==> config.mk <==
export PLATFORM = sky130hd
export DESIGN_NAME = fetcher
export DESIGN_NICKNAME = d
export VERILOG_FILES = /design/src/rtl/fetcher_pkg.sv /design/src/rtl/fetcher_icache.sv /design/src/rtl/fetcher.sv
export SDC_FILE = /design/constraint.sdc
export NUM_CORES = 1
export LEC_CHECK = 0
export BUFFER_PORTS_ARGS = -buffer_cell sky130_fd_sc_hd__buf_2
export CELL_PAD_IN_SITES_DETAIL_PLACEMENT = 1
export CELL_PAD_IN_SITES_GLOBAL_PLACEMENT = 1
export CORE_ASPECT_RATIO = 1.4
export CORE_UTILIZATION = 35
export DETAILED_ROUTE_END_ITERATION = 10
export HOLD_SLACK_MARGIN = 0.1
export PLACE_DENSITY = 0.81
export SETUP_SLACK_MARGIN = 0.4
export SLEW_MARGIN = 10
export SYNTH_ARGS = -nofsm -noshare
export SYNTH_HDL_FRONTEND = slang
export SYNTH_SLANG_ARGS = --single-unit
==> constraint.sdc <==
create_clock -name clk -period 4.94 [get_ports clk]
set_clock_uncertainty 0.15 [all_clocks]
set_input_delay 0.494 -clock clk [delete_from_list [all_inputs] [get_ports clk]]
set_output_delay 0.494 -clock clk [all_outputs]
set_load 0.02 [all_outputs]
==> src/rtl/fetcher_pkg.sv <==
// rtl/fetcher_pkg.sv - shared types and constants for the instruction-fetch stage
package fetcher_pkg;

  typedef logic [31:0] addr_t;
  typedef logic [31:0] inst_t;
  typedef logic [31:0] data_t;

  localparam logic TRUE  = 1'b1;
  localparam logic FALSE = 1'b0;

  // Default cache geometry; the top-level parameter may override it.
  localparam int ICACHE_LINES_DEFAULT = 64;
  localparam int ICACHE_IDX_W_DEFAULT = $clog2(ICACHE_LINES_DEFAULT);
  typedef logic [ICACHE_IDX_W_DEFAULT-1:0]      icache_idx_t;
  typedef logic [31-ICACHE_IDX_W_DEFAULT-2:0]   icache_tag_t;

  // IDLE: looking up / issuing from pc; MEM_WAIT: request outstanding at the controller.
  typedef enum logic {
    ST_IDLE     = 1'b0,
    ST_MEM_WAIT = 1'b1
  } fetch_state_e;

  // Sequential fetch advances one word; wraps modulo 2^32.
  function automatic addr_t next_pc(addr_t pc);
    return pc + 32'd4;
  endfunction

endpackage

==> src/rtl/fetcher_icache.sv <==
// rtl/fetcher_icache.sv - direct-mapped one-word-per-line instruction cache
module fetcher_icache #(
  parameter int LINES = 64,
  parameter int IDX   = $clog2(LINES)
) (
  input  logic        clk,
  input  logic        rst,
  input  logic [29:0] i_rd_word,
  output logic        o_hit,
  output logic [31:0] o_rd_data,
  input  logic        i_wr_en,
  input  logic [29:0] i_wr_word,
  input  logic [31:0] i_wr_data
);

  localparam int TAG_W = 30 - IDX;

  logic [31:0]      r_data  [LINES];
  logic [TAG_W-1:0] r_tag   [LINES];
  logic [LINES-1:0] r_valid;

  logic [IDX-1:0]   w_rd_idx;
  logic [IDX-1:0]   w_wr_idx;
  logic [TAG_W-1:0] w_rd_tag;
  logic [TAG_W-1:0] w_wr_tag;

  // Word address splits into index (low bits) and tag (remaining high bits).
  assign w_rd_idx  = i_rd_word[IDX-1:0];
  assign w_rd_tag  = i_rd_word[29:IDX];
  assign w_wr_idx  = i_wr_word[IDX-1:0];
  assign w_wr_tag  = i_wr_word[29:IDX];

  assign o_hit     = r_valid[w_rd_idx] && (r_tag[w_rd_idx] == w_rd_tag);
  assign o_rd_data = r_data[w_rd_idx];

  // Valid bits are the only cache state that needs reset; cleared asynchronously.
  always_ff @(posedge clk or posedge rst) begin
    if (rst) begin
      r_valid <= '0;
    end else if (i_wr_en) begin
      r_valid[w_wr_idx] <= 1'b1;
    end
  end

  // Data and tag arrays are qualified by valid, so they carry no reset.
  always_ff @(posedge clk) begin
    if (i_wr_en) begin
      r_data[w_wr_idx] <= i_wr_data;
      r_tag[w_wr_idx]  <= w_wr_tag;
    end
  end

endmodule

==> src/rtl/fetcher.sv <==
// rtl/fetcher.sv - instruction-fetch stage; ICACHE_EN selects the cached build
module fetcher
  import fetcher_pkg::*;
#(
  parameter int ICACHE_LINES = ICACHE_LINES_DEFAULT
) (
  input  logic        clk,
  input  logic        rst,
  input  logic        i_rdy,
  input  logic        i_full_from_rob,
  input  logic        i_full_from_rs,
  input  logic        i_full_from_lsb,
  input  logic        i_commit_jump_flag_from_rob,
  input  logic [31:0] i_target_pc_from_rob,
  output logic        o_ena_to_mc,
  output logic [31:0] o_addr_to_mc,
  input  logic        i_ok_flag_from_mc,
  input  logic [31:0] i_inst_from_mc,
  output logic        o_ok_flag_to_dsp,
  output logic [31:0] o_inst_to_dsp,
  output logic [31:0] o_pc_to_dsp
);

  // Cache geometry guard: index extraction assumes a power-of-two line count.
  if (ICACHE_LINES < 2 || (ICACHE_LINES & (ICACHE_LINES - 1)) != 0) begin : g_bad_lines
    $error("ICACHE_LINES must be a power of two and at least 2");
  end

  fetch_state_e r_state;
  addr_t        r_pc;
  logic         r_ena;
  addr_t        r_addr;
  logic         r_ok;
  inst_t        r_inst;
  addr_t        r_pc_dsp;

  logic         w_stall;

  assign w_stall          = i_full_from_rob | i_full_from_rs | i_full_from_lsb;

  assign o_ena_to_mc      = r_ena;
  assign o_addr_to_mc     = r_addr;
  assign o_ok_flag_to_dsp = r_ok;
  assign o_inst_to_dsp    = r_inst;
  assign o_pc_to_dsp      = r_pc_dsp;

`ifdef ICACHE_EN
  logic  w_hit;
  inst_t w_line;
  logic  w_fill;

  // A response landing with a redirect is still written: its data matches r_addr.
  assign w_fill = i_rdy && (r_state == ST_MEM_WAIT) && i_ok_flag_from_mc;

  fetcher_icache #(
    .LINES (ICACHE_LINES)
  ) u_icache (
    .clk       (clk),
    .rst       (rst),
    .i_rd_word (r_pc[31:2]),
    .o_hit     (w_hit),
    .o_rd_data (w_line),
    .i_wr_en   (w_fill),
    .i_wr_word (r_addr[31:2]),
    .i_wr_data (i_inst_from_mc)
  );
`endif

  // Fetch FSM: redirect beats memory fill beats issue; rdy low freezes all state.
  always_ff @(posedge clk or posedge rst) begin
    if (rst) begin
      r_state  <= ST_IDLE;
      r_pc     <= '0;
      r_ena    <= FALSE;
      r_addr   <= '0;
      r_ok     <= FALSE;
      r_inst   <= '0;
      r_pc_dsp <= '0;
    end else if (i_rdy) begin
      r_ok <= FALSE;
      if (i_commit_jump_flag_from_rob) begin
        r_pc <= i_target_pc_from_rob;
        if (r_state == ST_MEM_WAIT) begin
          r_ena   <= FALSE;
          r_state <= ST_IDLE;
        end
      end else begin
        case (r_state)
          ST_IDLE: begin
`ifdef ICACHE_EN
            if (!w_hit) begin
              r_ena   <= TRUE;
              r_addr  <= r_pc;
              r_state <= ST_MEM_WAIT;
            end else if (!w_stall) begin
              r_inst   <= w_line;
              r_pc_dsp <= r_pc;
              r_ok     <= TRUE;
              r_pc     <= next_pc(r_pc);
            end
`else
            if (!w_stall) begin
              r_ena   <= TRUE;
              r_addr  <= r_pc;
              r_state <= ST_MEM_WAIT;
            end
`endif
          end
          ST_MEM_WAIT: begin
            if (i_ok_flag_from_mc) begin
              r_ena   <= FALSE;
              r_state <= ST_IDLE;
`ifndef ICACHE_EN
              r_inst   <= i_inst_from_mc;
              r_pc_dsp <= r_pc;
              r_ok     <= TRUE;
              r_pc     <= next_pc(r_pc);
`endif
            end
          end
          default: r_state <= ST_IDLE;
        endcase
      end
    end
  end

endmodule
Word level (Yosys, flattened, before mapping) --
Cells that the tools add are included.
Operators by class: divide/modulo/power cells 0, multiply operators 0, add/sub/neg operators 1, equal/unequal tests 3, bitwise gates (word level) 5, multiplexer cells 15, order comparisons 0, reductions and logical operators 6, shifts and indexed selects 0
Operator list (count):
- 2-to-1 mux 32 bit | 3
- adder 32 x 3 -> 32 bit, second input constant | 1
- AND reduction 4 bit | 3
- 2-to-1 mux 1 bit | 10
- != test 3 bit, second input constant | 2
- one-hot mux 1 bit (2 select lines) | 2
- nonzero test 2 bit | 2
- inverter 1 bit | 3
- AND reduction 3 bit | 1
- != test 2 x 1 -> 1 bit, second input constant | 1
- bitwise OR 1 bit | 2
Storage, ports and cells: RAM bits 0, word-level logic and storage cells 37, flip-flop bits (word level) 131, latch bits 0, memories 0, ROM bits 0

Depth between registers and ports, before layout --
Gate-level depths: netlist of the first run.
depth after elaboration 5, depth in mapped cells 8

Least setup slack after synthesis of the first run --
OpenSTA, ideal clock, no wires.
path type input to register, start point input port i_full_from_rs, end point register r_addr[0] (netlist: o_addr_to_mc[0]), library setup time 125 ps, cell stages on the path 4, arrival time 1764 ps, slack 2901 ps, data required time 4665 ps, cell sequence nor4b_1 -> nand2_1 -> clkbuf_1 -> mux2_2
On the way: word-level cells in the longest chain between the ends 4
Ends and longest elaborated chain:
- from (decl) | line fetcher.sv:11 | input logic i_full_from_rs,
- bitwise OR 1 bit (2 in a row) | line fetcher.sv:39 | assign w_stall = i_full_from_rob | i_full_from_rs | i_full_from_lsb;
- inverter 1 bit (no line)
- AND reduction 4 bit (no line)
- to (signal assigned) | line fetcher.sv:104 | r_addr <= r_pc;
- to (decl) | line fetcher.sv:32 | addr_t r_addr;
No other way between the ends. A chain may end at the register's enable or synchronous reset.

Final worst setup path of the first run --
start point input port i_commit_jump_flag_from_rob, end point register r_pc[17]
On the way: word-level cells in the longest chain between the ends 2
Ends and longest elaborated chain:
- from (decl) | line fetcher.sv:13 | input logic i_commit_jump_flag_from_rob,
- nonzero test 2 bit (no line)
- AND reduction 3 bit (no line)
- to (signal assigned) | line fetcher.sv:82 | r_pc <= i_target_pc_from_rob;
- to (signal assigned) | line fetcher.sv:117 | r_pc <= next_pc(r_pc);
- to (decl) | line fetcher.sv:30 | addr_t r_pc;
Several ways; a longest one is shown, not always the timed one.

==> impl_metrics.json, run 1 <==
{
  "die_h_um": 154,
  "synth_area_leaders": "dfrtp_1 57%, nand2_1 14%, mux2_2 5.9%",
  "rsz0062_at_grt": "no",
  "syn-cell-area_um2": 5760,
  "routed_wl_um": 16700,
  "slew_violations": 0,
  "worstRegToRegCells": 5,
  "multi_input_area_um2": 2280,
  "yosys_register_bits": 131,
  "num_io_pins": 170,
  "synth_edf_count": 0,
  "crit_type": "primary input to flop",
  "grt_pass1_wl_um": 27000,
  "period_share_pct": 52.7,
  "final_cell_mix": "208 x nand2_1, 169 x buf_2, 131 x dfrtp_1",
  "firstDrtPassIters": 4,
  "peakVddDrop_v": 0.000265,
  "power_leakage_nw": 3.77,
  "worst_setup_path_end_kind": "flop",
  "grt-ovfl-total": 0,
  "synth_ff_type": "dfrtp_1",
  "crit_slowest_cell": "nand3_4",
  "dp_slack_ns": 1.86,
  "critPathLaunchType": "primary input",
  "dp_cells": 935,
  "p_per_area_nw_per_um2": 523,
  "relSlewSlack_pct": 26.5,
  "synth-seq-area-share_pct": 56.9,
  "period_needed_ns": 2.60,
  "port_buffers": 169,
  "antennaDiodeCount": 0,
  "worst_r2r_startpoint": "r_state",
  "clkTransAtPathRegs_ns": 0.06,
  "track_usage_pct": 20.2,
  "wl_met2_um": 8520,
  "antenna_found_initial": 0,
  "maxCapViolations": 0,
  "post-dp-hpwl_um": 11300,
  "reg2reg_slack_ns": 2.48,
  "vias_per_cell": 5.15,
  "max-clock-path-buffers": 2,
  "fillers": 1904,
  "rows": 55,
  "yosys_warnings": 0,
  "synth_nets": 675,
  "synthCells": 602,
  "wl_per_cell_um": 17.2,
  "start_util_pct": 35.8,
  "critPathRequiredTime_ns": 5.06,
  "status": "finished clean",
  "drt_iter0_markers": 308,
  "drive_above_1_share_pct": 32.3,
  "cts_root_buf": "clkbuf_16",
  "place.gp.congestion": 0.799,
  "drt-met1-wl_um": 7140,
  "cts_tree": "yes",
  "hold_class": "primary input to asynchronous set/reset pin",
  "syn2layout_area_growth_pct": 27.8,
  "seq_area_um2": 3280,
  "slowest_delay_ns": 0.74,
  "vias": 4988,
  "grt_max_degree": 97,
  "dieArea_um2": 17000,
  "tightestPinTransition_ns": 1.10,
  "drtAntennaViolNets": 0,
  "whs_ns": 0.0793,
  "nets": 830,
  "hold_viol_final": 0,
  "critical_path.cell_chain": "buf_2, inv_2, nand3_4, o32ai_1, a21oi_1",
  "cts_num_sinks": 131,
  "die_w_um": 110,
  "final.setup.tns_ns": 0,
  "synth_top_area_share_pct": 56.9,
  "ctsHtreeMaxLevel": 4,
  "clkLatencyLatePin_ns": 0.42,
  "cp_max_fo": 73,
  "core-area_um2": 16100,
  "crit-reg2reg-capture": "r_pc[27]",
  "yosysTopAreaCell": "dfrtp_1",
  "drc_errors": 0,
  "grt_pass1_vias": 5120,
  "arrival_ns": 2.72,
  "setup_violations": 0,
  "routed.top_layer": "met4",
  "avgSynthCellArea_um2": 9.57,
  "ys_types": 57,
  "met3WireLength_um": 814,
  "final_common_cell": "nand2_1",
  "async_flop_share_pct": 100,
  "cts_buffers": 17,
  "fmax_mhz": 384,
  "final_cell_count_no_fill": 969,
  "setup_ws_ns": 2.34,
  "p_total_w": 0.00385
}
[metrics by stage]
stage	utilization (%)	instance area, um2
global route	45.7	7370
detailed placement	41.6	6700
floorplan	-	5760
CTS	45.7	7370
global placement	41.6	6700
finish	45.7	7370
[Yosys cell counts (2+ instances only)]
library cell  number
nor3_1            14
and3_2             2
a21oi_1           24
and4_1             2
a311oi_1           2
dfrtp_1          131
nand3_1           16
a211oi_1           3
a22oi_1            2
inv_1              6
buf_6              2
clkbuf_8           4
o21ai_1            2
nor4_1             5
and3_1             5
or3_1              4
clkbuf_1          29
o22a_1             4
a31oi_1            2
o22ai_1            9
nand2_1          209
nor2_1            21
mux2i_1            3
o21ai_0           30
o21a_1             2
mux2_2            30
nand4_1            8
o32ai_1            2
[worst max-delay path by stage]
stage	slack (ns)	endpoint	cells past startpoint	from
global placement	1.89	r_pc[17]	5	i_commit_jump_flag_from_rob
floorplan	0.80	o_addr_to_mc[0]	1	rst
CTS	2.30	r_pc[17]	5	i_commit_jump_flag_from_rob
detailed placement	1.86	r_pc[17]	5	i_commit_jump_flag_from_rob
global route	2.15	r_pc[19]	5	i_commit_jump_flag_from_rob
finish	2.34	r_pc[17]	5	i_commit_jump_flag_from_rob
[cell type report]
type / count / share of cell area (%)
multi-input cells: 427 / 31.0
inverters: 7 / 0.425
clock inverters: 12 / 2.43
well taps: 199 / 3.38
clock buffers: 20 / 6.33
flip-flops and latches: 131 / 44.5
repair buffers: 173 / 12.0
[logic make-up (layout without fill, tap and decap cells)]
| logic type | count (synthesis) | after routing | synth area share, % |
|---|---|---|---|
| flops | 131 | 131 | 56.9 |
| buf+inv | 44 | 212 | 3.86 |
| compound gates | 93 | 93 | 9.84 |
| simple gates | 300 | 300 | 22.8 |
| fa+ha+maj | 1 | 1 | 0.217 |
| mux | 33 | 33 | 6.38 |
[routing by layer]
metal	global-route usage (%)	vias up
met5	0	-
met4	7.11	0
met2	34.9	154
met1	24.6	2450
li1	-	2370
met3	4.61	14
[registers in the layout, summed over array words and instances (netlist names)]
| name | cells |
|---|---|
| o_addr_to_mc | 32 |
| o_ena_to_mc | 1 |
| o_inst_to_dsp | 32 |
| o_ok_flag_to_dsp | 1 |
| o_pc_to_dsp | 32 |
| r_pc | 32 |
| r_state | 1 |
[critical path: cells and delay by family]
family	cells	cell delay (ns)
and+or+nand+nor	1	0.74
buffers and inverters	2	0.83
AOI/OAI and AO/OA	2	0.57
[power breakdown]
part | switching, W | internal, W | leakage [nW]
clock network | 0.000475 | 0.000885 | 0.308
registers | 0.000198 | 0.00135 | 1.65
logic | 0.000605 | 0.000340 | 1.81
[timing repair]
item / CTS / global route
gates resized for setup: 0 / 0
hold buffers: 2 / 0
buffers inserted: 0 / 0
hold endpoints to repair: 2 / 0
(Power assumes the default switching activity.)
==> run 2, diff against run 1 <==
==> constraint.sdc (replaced) <==
create_clock -name clk -period 2.7 [get_ports clk]
set_clock_uncertainty 0.15 [all_clocks]
set_input_delay 0.27 -clock clk [delete_from_list [all_inputs] [get_ports clk]]
set_output_delay 0.27 -clock clk [all_outputs]
set_load 0.02 [all_outputs]
==> impl_metrics.json, run 2 (synthesis results as in run 1) <==
{
  "worst_setup_path_end_kind": "flop",
  "ctsHtreeMaxLevel": 4,
  "cts_num_sinks": 131,
  "syn2layout_area_growth_pct": 41.0,
  "final.setup.tns_ns": 0,
  "crit_top_cell": "or3_1",
  "firstDrtPassIters": 5,
  "critical_path.cell_chain": "ha_1, nand3_1, or3_1, or3_1, o21ai_0, a21oi_1",
  "period_needed_ns": 2.22,
  "drtAntennaViolNets": 0,
  "maxCapViolations": 0,
  "max-clock-path-buffers": 2,
  "hold_class": "primary input to flop",
  "core-area_um2": 16100,
  "place.gp.congestion": 0.821,
  "antenna_found_initial": 0,
  "combPwrFrac_pct": 26.5,
  "start_util_pct": 35.8,
  "power_leakage_nw": 4.11,
  "final_cell_mix": "208 x nand2_1, 169 x buf_2, 131 x dfrtp_1",
  "cts_root_buf": "clkbuf_16",
  "routed_wl_um": 18700,
  "slowest_delay_ns": 0.47,
  "rows": 55,
  "p_switching_w": 0.00243,
  "wl_per_cell_um": 17.9,
  "drt_iter0_markers": 306,
  "die_w_um": 110,
  "dp_slack_ns": 0.459,
  "dieArea_um2": 17000,
  "rsz0062_at_grt": "yes",
  "track_usage_pct": 22.8,
  "seq_area_um2": 3280,
  "fillers": 1850,
  "crit_type": "flop to flop",
  "cts_buffers": 17,
  "grt_pass1_wl_um": 30700,
  "antennaDiodeCount": 0,
  "grt-ovfl-total": 0,
  "status": "finished clean",
  "cp_max_fo": 7,
  "peakVddDrop_v": 0.000453,
  "clkTransAtPathRegs_ns": 0.06,
  "grt_pass1_vias": 5826,
  "final_common_cell": "nand2_1",
  "cts_tree": "yes",
  "whs_ns": 0.109,
  "critPathLaunchType": "flop",
  "fmax_mhz": 451,
  "period_share_pct": 82.0,
  "crit_slowest_cell": "or3_1",
  "post-dp-hpwl_um": 12200,
  "relSlewSlack_pct": 61.7,
  "drc_errors": 0,
  "clkLatencyLatePin_ns": 0.42,
  "switching_share_pct": 34.3,
  "die_h_um": 154,
  "grt_max_degree": 79,
  "cell_internal_pwr_w": 0.00465,
  "tightestPinTransition_ns": 0.573,
  "vias": 5373,
  "hold_viol_final": 0,
  "num_io_pins": 170,
  "nets": 906,
  "port_buffers": 169,
  "slew_violations": 0,
  "p_per_area_nw_per_um2": 871,
  "critPathRequiredTime_ns": 2.85,
  "vias_per_cell": 5.14,
  "drive_above_1_share_pct": 31.2,
  "setup_ws_ns": 0.485,
  "post-cts-setup-buffer-count": 0,
  "multi_input_area_um2": 2310,
  "setup_violations": 0,
  "arrival_ns": 2.36,
  "p_seq_share_pct": 40.0,
  "pwr-share-clk_pct": 33.5
}
[run 2: final timing paths]
check / cells past startpoint / start / endpoint / slack (ns)
setup reg to reg: 6 / r_pc[2] / r_pc[14] / 0.48
setup / recovery: 6 / r_pc[2] / r_pc[14] / 0.48
hold reg to reg: 2 / o_pc_to_dsp[30] / o_pc_to_dsp[30] / 0.32
min in group asynchronous: 4 / rst / o_inst_to_dsp[2] / 0.35
max in group asynchronous: 4 / rst / o_ok_flag_to_dsp / 1.62
hold / removal: 3 / i_target_pc_from_rob[31] / r_pc[31] / 0.11
[run 2: metal layers]
layer  wire [um]  global-route usage, %
met1        7630                   26.7
met5           0                      0
met3         737                   4.34
met4         381                   9.21
met2        9970                   40.7
[run 2: layout make-up]
type                       count  share of cell area (%)
sequential                   131                    40.3
multi-input combinational    427                    28.4
timing repair buffer         249                    20.4
clock buffer                  20                    5.50
tap                          199                    3.06
clock inverter                12                    1.92
inverter                       7                   0.370
[run 2: what timing repair did]
action,CTS,global route
endpoints found under the hold margin,193,0
hold buffers,64,0
setup endpoints to repair,0,21
gates resized for setup,0,4
[run 2: metrics by stage]
| step | util, % | power [W] | std cells | cell area (um2) |
|---|---|---|---|---|
| floorplan | - | 0.00390 | 602 | 5770 |
| global placement | 42.6 | 0.00458 | 949 | 6860 |
| detailed placement | 42.6 | 0.00465 | 949 | 6860 |
| CTS | 50.3 | 0.00711 | 1045 | 8100 |
| global route | 50.5 | 0.00743 | 1045 | 8130 |
| finish | 50.5 | 0.00708 | 1045 | 8130 |
[run 2: worst max-delay path, delay by kind of cell (launching register included)]
kind                       cells  cell delay (ns)
AOI/OAI and AO/OA              2             0.21
adders and majority gates      1             0.25
DFF                            1             0.45
and+or+nand+nor                3             1.03
[run 2: power groups by stage]
stage | Clock [W] | Sequential, W | Combinational [W]
6_report | 0.00237 | 0.00283 | 0.00187
5_1_grt | 0.00250 | 0.00291 | 0.00203
4_1_cts | 0.00242 | 0.00283 | 0.00187
3_5_place_dp | 0 | 0.00286 | 0.00179
3_3_place_gp | 0 | 0.00283 | 0.00175
2_1_floorplan | 0 | 0.00331 | 0.000590
==> run 3, diff against run 2 <==
--- a/config.mk
+++ b/config.mk
@@ -5,6 +5,7 @@
 export SDC_FILE = /design/constraint.sdc
 export NUM_CORES = 1
 export LEC_CHECK = 0
+export ABC_AREA = 1
 export BUFFER_PORTS_ARGS = -buffer_cell sky130_fd_sc_hd__buf_2
 export CELL_PAD_IN_SITES_DETAIL_PLACEMENT = 1
 export CELL_PAD_IN_SITES_GLOBAL_PLACEMENT = 1
@@ -12,7 +13,7 @@
 export CORE_UTILIZATION = 35
 export DETAILED_ROUTE_END_ITERATION = 10
 export HOLD_SLACK_MARGIN = 0.1
-export PLACE_DENSITY = 0.81
+export PLACE_DENSITY = 0.85
 export SETUP_SLACK_MARGIN = 0.4
 export SLEW_MARGIN = 10
 export SYNTH_ARGS = -nofsm -noshare
==> constraint.sdc (replaced) <==
create_clock -name clk -period 1.8 [get_ports clk]
set_clock_uncertainty 0.15 [all_clocks]
set_input_delay 0.18 -clock clk [delete_from_list [all_inputs] [get_ports clk]]
set_output_delay 0.18 -clock clk [all_outputs]
set_load 0.02 [all_outputs]
==> impl_metrics.json, run 3 <==
{
  "drc_errors": 0,
  "final_cell_area_um2": 10100,
  "synth_ff_type": "dfrtp_1",
  "synth_edf_count": 0,
  "fillers": 1794,
  "drive_above_1_share_pct": 45.5,
  "ys_types": 29,
  "violations": "setup timing",
  "antenna_found_initial": 9,
  "post-dp-hpwl_um": 13600,
  "hold_viol_final": 0,
  "die_w_um": 113,
  "grt_max_degree": 65,
  "final.setup.tns_ns": -3.60,
  "core-area_um2": 16700,
  "final_common_cell": "buf_2",
  "drtAntennaViolNets": 0,
  "cts_root_buf": "clkbuf_16",
  "cts_num_sinks": 131,
  "peakVddDrop_v": 0.00110,
  "wl_per_cell_um": 32.7,
  "drt_iter0_markers": 907,
  "worstRegToRegCells": 9,
  "place.gp.congestion": 0.843,
  "nets": 1080,
  "vias": 7587,
  "die_h_um": 157,
  "start_util_pct": 35.7,
  "final_cell_mix": "166 x buf_2, 158 x nand2_1, 120 x dfrtp_1",
  "dp_slack_ns": 0.0168,
  "grt_pass1_wl_um": 41100,
  "num_io_pins": 170,
  "clkTransAtPathRegs_ns": 0.08,
  "yosys-top-cells-count": "197 x nand2_1, 131 x dfrtp_1, 93 x o21ai_0",
  "vias_per_cell": 6.17,
  "crit_type": "flop to flop",
  "port_buffers": 169,
  "min_path_cells": 4,
  "synthCells": 693,
  "synth_top_area_share_pct": 54.8,
  "synth_nets": 766,
  "dpl_cell_area_um2": 7190,
  "period_needed_ns": 2.21,
  "syn-cell-area_um2": 5980,
  "status": "finished, violations left",
  "dieArea_um2": 17600,
  "dp_cells": 1050,
  "whs_ns": 0.0737,
  "grt_pass1_vias": 7093,
  "cts_tree": "yes",
  "rsz0062_at_grt": "yes",
  "grt-ovfl-total": 0,
  "yosys_register_bits": 131,
  "tightestPinTransition_ns": 0.449,
  "routed_wl_um": 40300,
  "critPathRequiredTime_ns": 1.96,
  "async_flop_share_pct": 100,
  "slew_violations": 0,
  "worst_setup_path_end_kind": "flop",
  "yosys_warnings": 0,
  "fmax_mhz": 452,
  "power_leakage_nw": 5.00,
  "final_cell_count_no_fill": 1230,
  "p_per_area_nw_per_um2": 1350,
  "relSlewSlack_pct": 69.9,
  "yosysMostFrequentCell": "nand2_1",
  "maxCapViolations": 0,
  "synth-seq-area-share_pct": 54.8,
  "avgSynthCellArea_um2": 8.63,
  "track_usage_pct": 31.5,
  "critPathLaunchType": "flop",
  "yosysTopAreaCell": "dfrtp_1",
  "period_share_pct": 123,
  "syn2layout_area_growth_pct": 69.3,
  "cp_max_fo": 6,
  "clkLatencyLatePin_ns": 0.46,
  "max-clock-path-buffers": 2,
  "synth_area_leaders": "dfrtp_1 55%, nand2_1 12%, o21ai_0 7.8%",
  "hold_class": "primary input to flop",
  "rows": 56,
  "arrival_ns": 2.37,
  "setup_ws_ns": -0.411,
  "cts_buffers": 17,
  "firstDrtPassIters": 6,
  "setup_violations": 47,
  "cts_hold_buffers": 71,
  "ctsHtreeMaxLevel": 4
}
run 3: cell types whose count changed in the layout (fill, tap and decap cells not counted), moves of 25 or more:
cell / delta
o21ai_1: +34
nand2_1: -50
nor2_1: +25
inv_1: +46
nand2_2: +29
o21ai_2: +28
run 3: final timing paths:
| kind | from | end | slack [ns] |
|---|---|---|---|
| max in group asynchronous | rst | r_pc[19] | 0.67 |
| hold / removal | i_ok_flag_from_mc | o_ena_to_mc | 0.07 |
| min in group asynchronous | rst | o_addr_to_mc[12] | 0.19 |
| setup / recovery | r_pc[2] | r_pc[14] | -0.41 |
| setup reg to reg | r_pc[2] | r_pc[14] | -0.41 |
| hold reg to reg | o_addr_to_mc[25] | o_addr_to_mc[25] | 0.35 |
run 3: report_power, final:
part | internal, W | leakage, nW | switching (W)
Sequential | 0.00382 | 1.63 | 0.00101
Combinational | 0.00170 | 3.10 | 0.00335
Clock | 0.00196 | 0.274 | 0.00179
Total | 0.00749 | 5.00 | 0.00615
run 3: layer usage:
metal  GRT usage [%]  share of wire (%)  up-vias
li1                -                  -     2884
met1            32.1                 31     3658
met2            58.0                 47      707
met3            5.77                 10      330
met4            22.4                 11        8
met5               0               0.29        -
run 3: cell families (layout without fill, tap and decap cells):
family | count (synthesis) | after routing | share of synthesized area, %
AOI/OAI and AO/OA | 125 | 125 | 10.7
adders and majority gates | 1 | 1 | 0.209
buffers and inverters | 87 | 414 | 5.96
DFF | 131 | 131 | 54.8
muxes | 32 | 32 | 6.02
other | 0 | 7 | 0
and+or+nand+nor | 317 | 317 | 22.4
run 3: layout make-up:
cell class / instances / area [um2] / share of cell area, %
clock buffers: 18 / 429 / 4.24
diodes: 7 / 17.5 / 0.173
repair buffers: 323 / 2850 / 28.1
well taps: 203 / 254 / 2.51
clock inverters: 14 / 144 / 1.42
inverters: 58 / 238 / 2.35
multi-input cells: 475 / 2900 / 28.6
flip-flops and latches: 131 / 3290 / 32.5
repair inverters: 1 / 8.76 / 0.0865
run 3: critical path, stage by stage, from the launching register on:
cell and delay (ns):
dfrtp_1 0.50, ha_4 0.23, nand2_4 0.07, nor2_4 0.14, nand2_4 0.12, buf_4 0.17, nor3_4 0.13, o21ai_1 0.11
nand2_1 0.30, inv_1 0.15
run 3: per-stage QoR:
step           util, %  total power [W]
6_report          60.5           0.0136
5_1_grt           60.5           0.0139
4_1_cts           54.5           0.0116
3_5_place_dp      42.9          0.00785
3_3_place_gp      42.9          0.00766
2_1_floorplan        -          0.00641
run 3: what timing repair did:
item	CTS	global route
hold endpoints to repair	198	1
cloned	10	12
buffers inserted	21	29
setup endpoints to repair	108	136
resized for setup	74	181
pin swaps	9	32
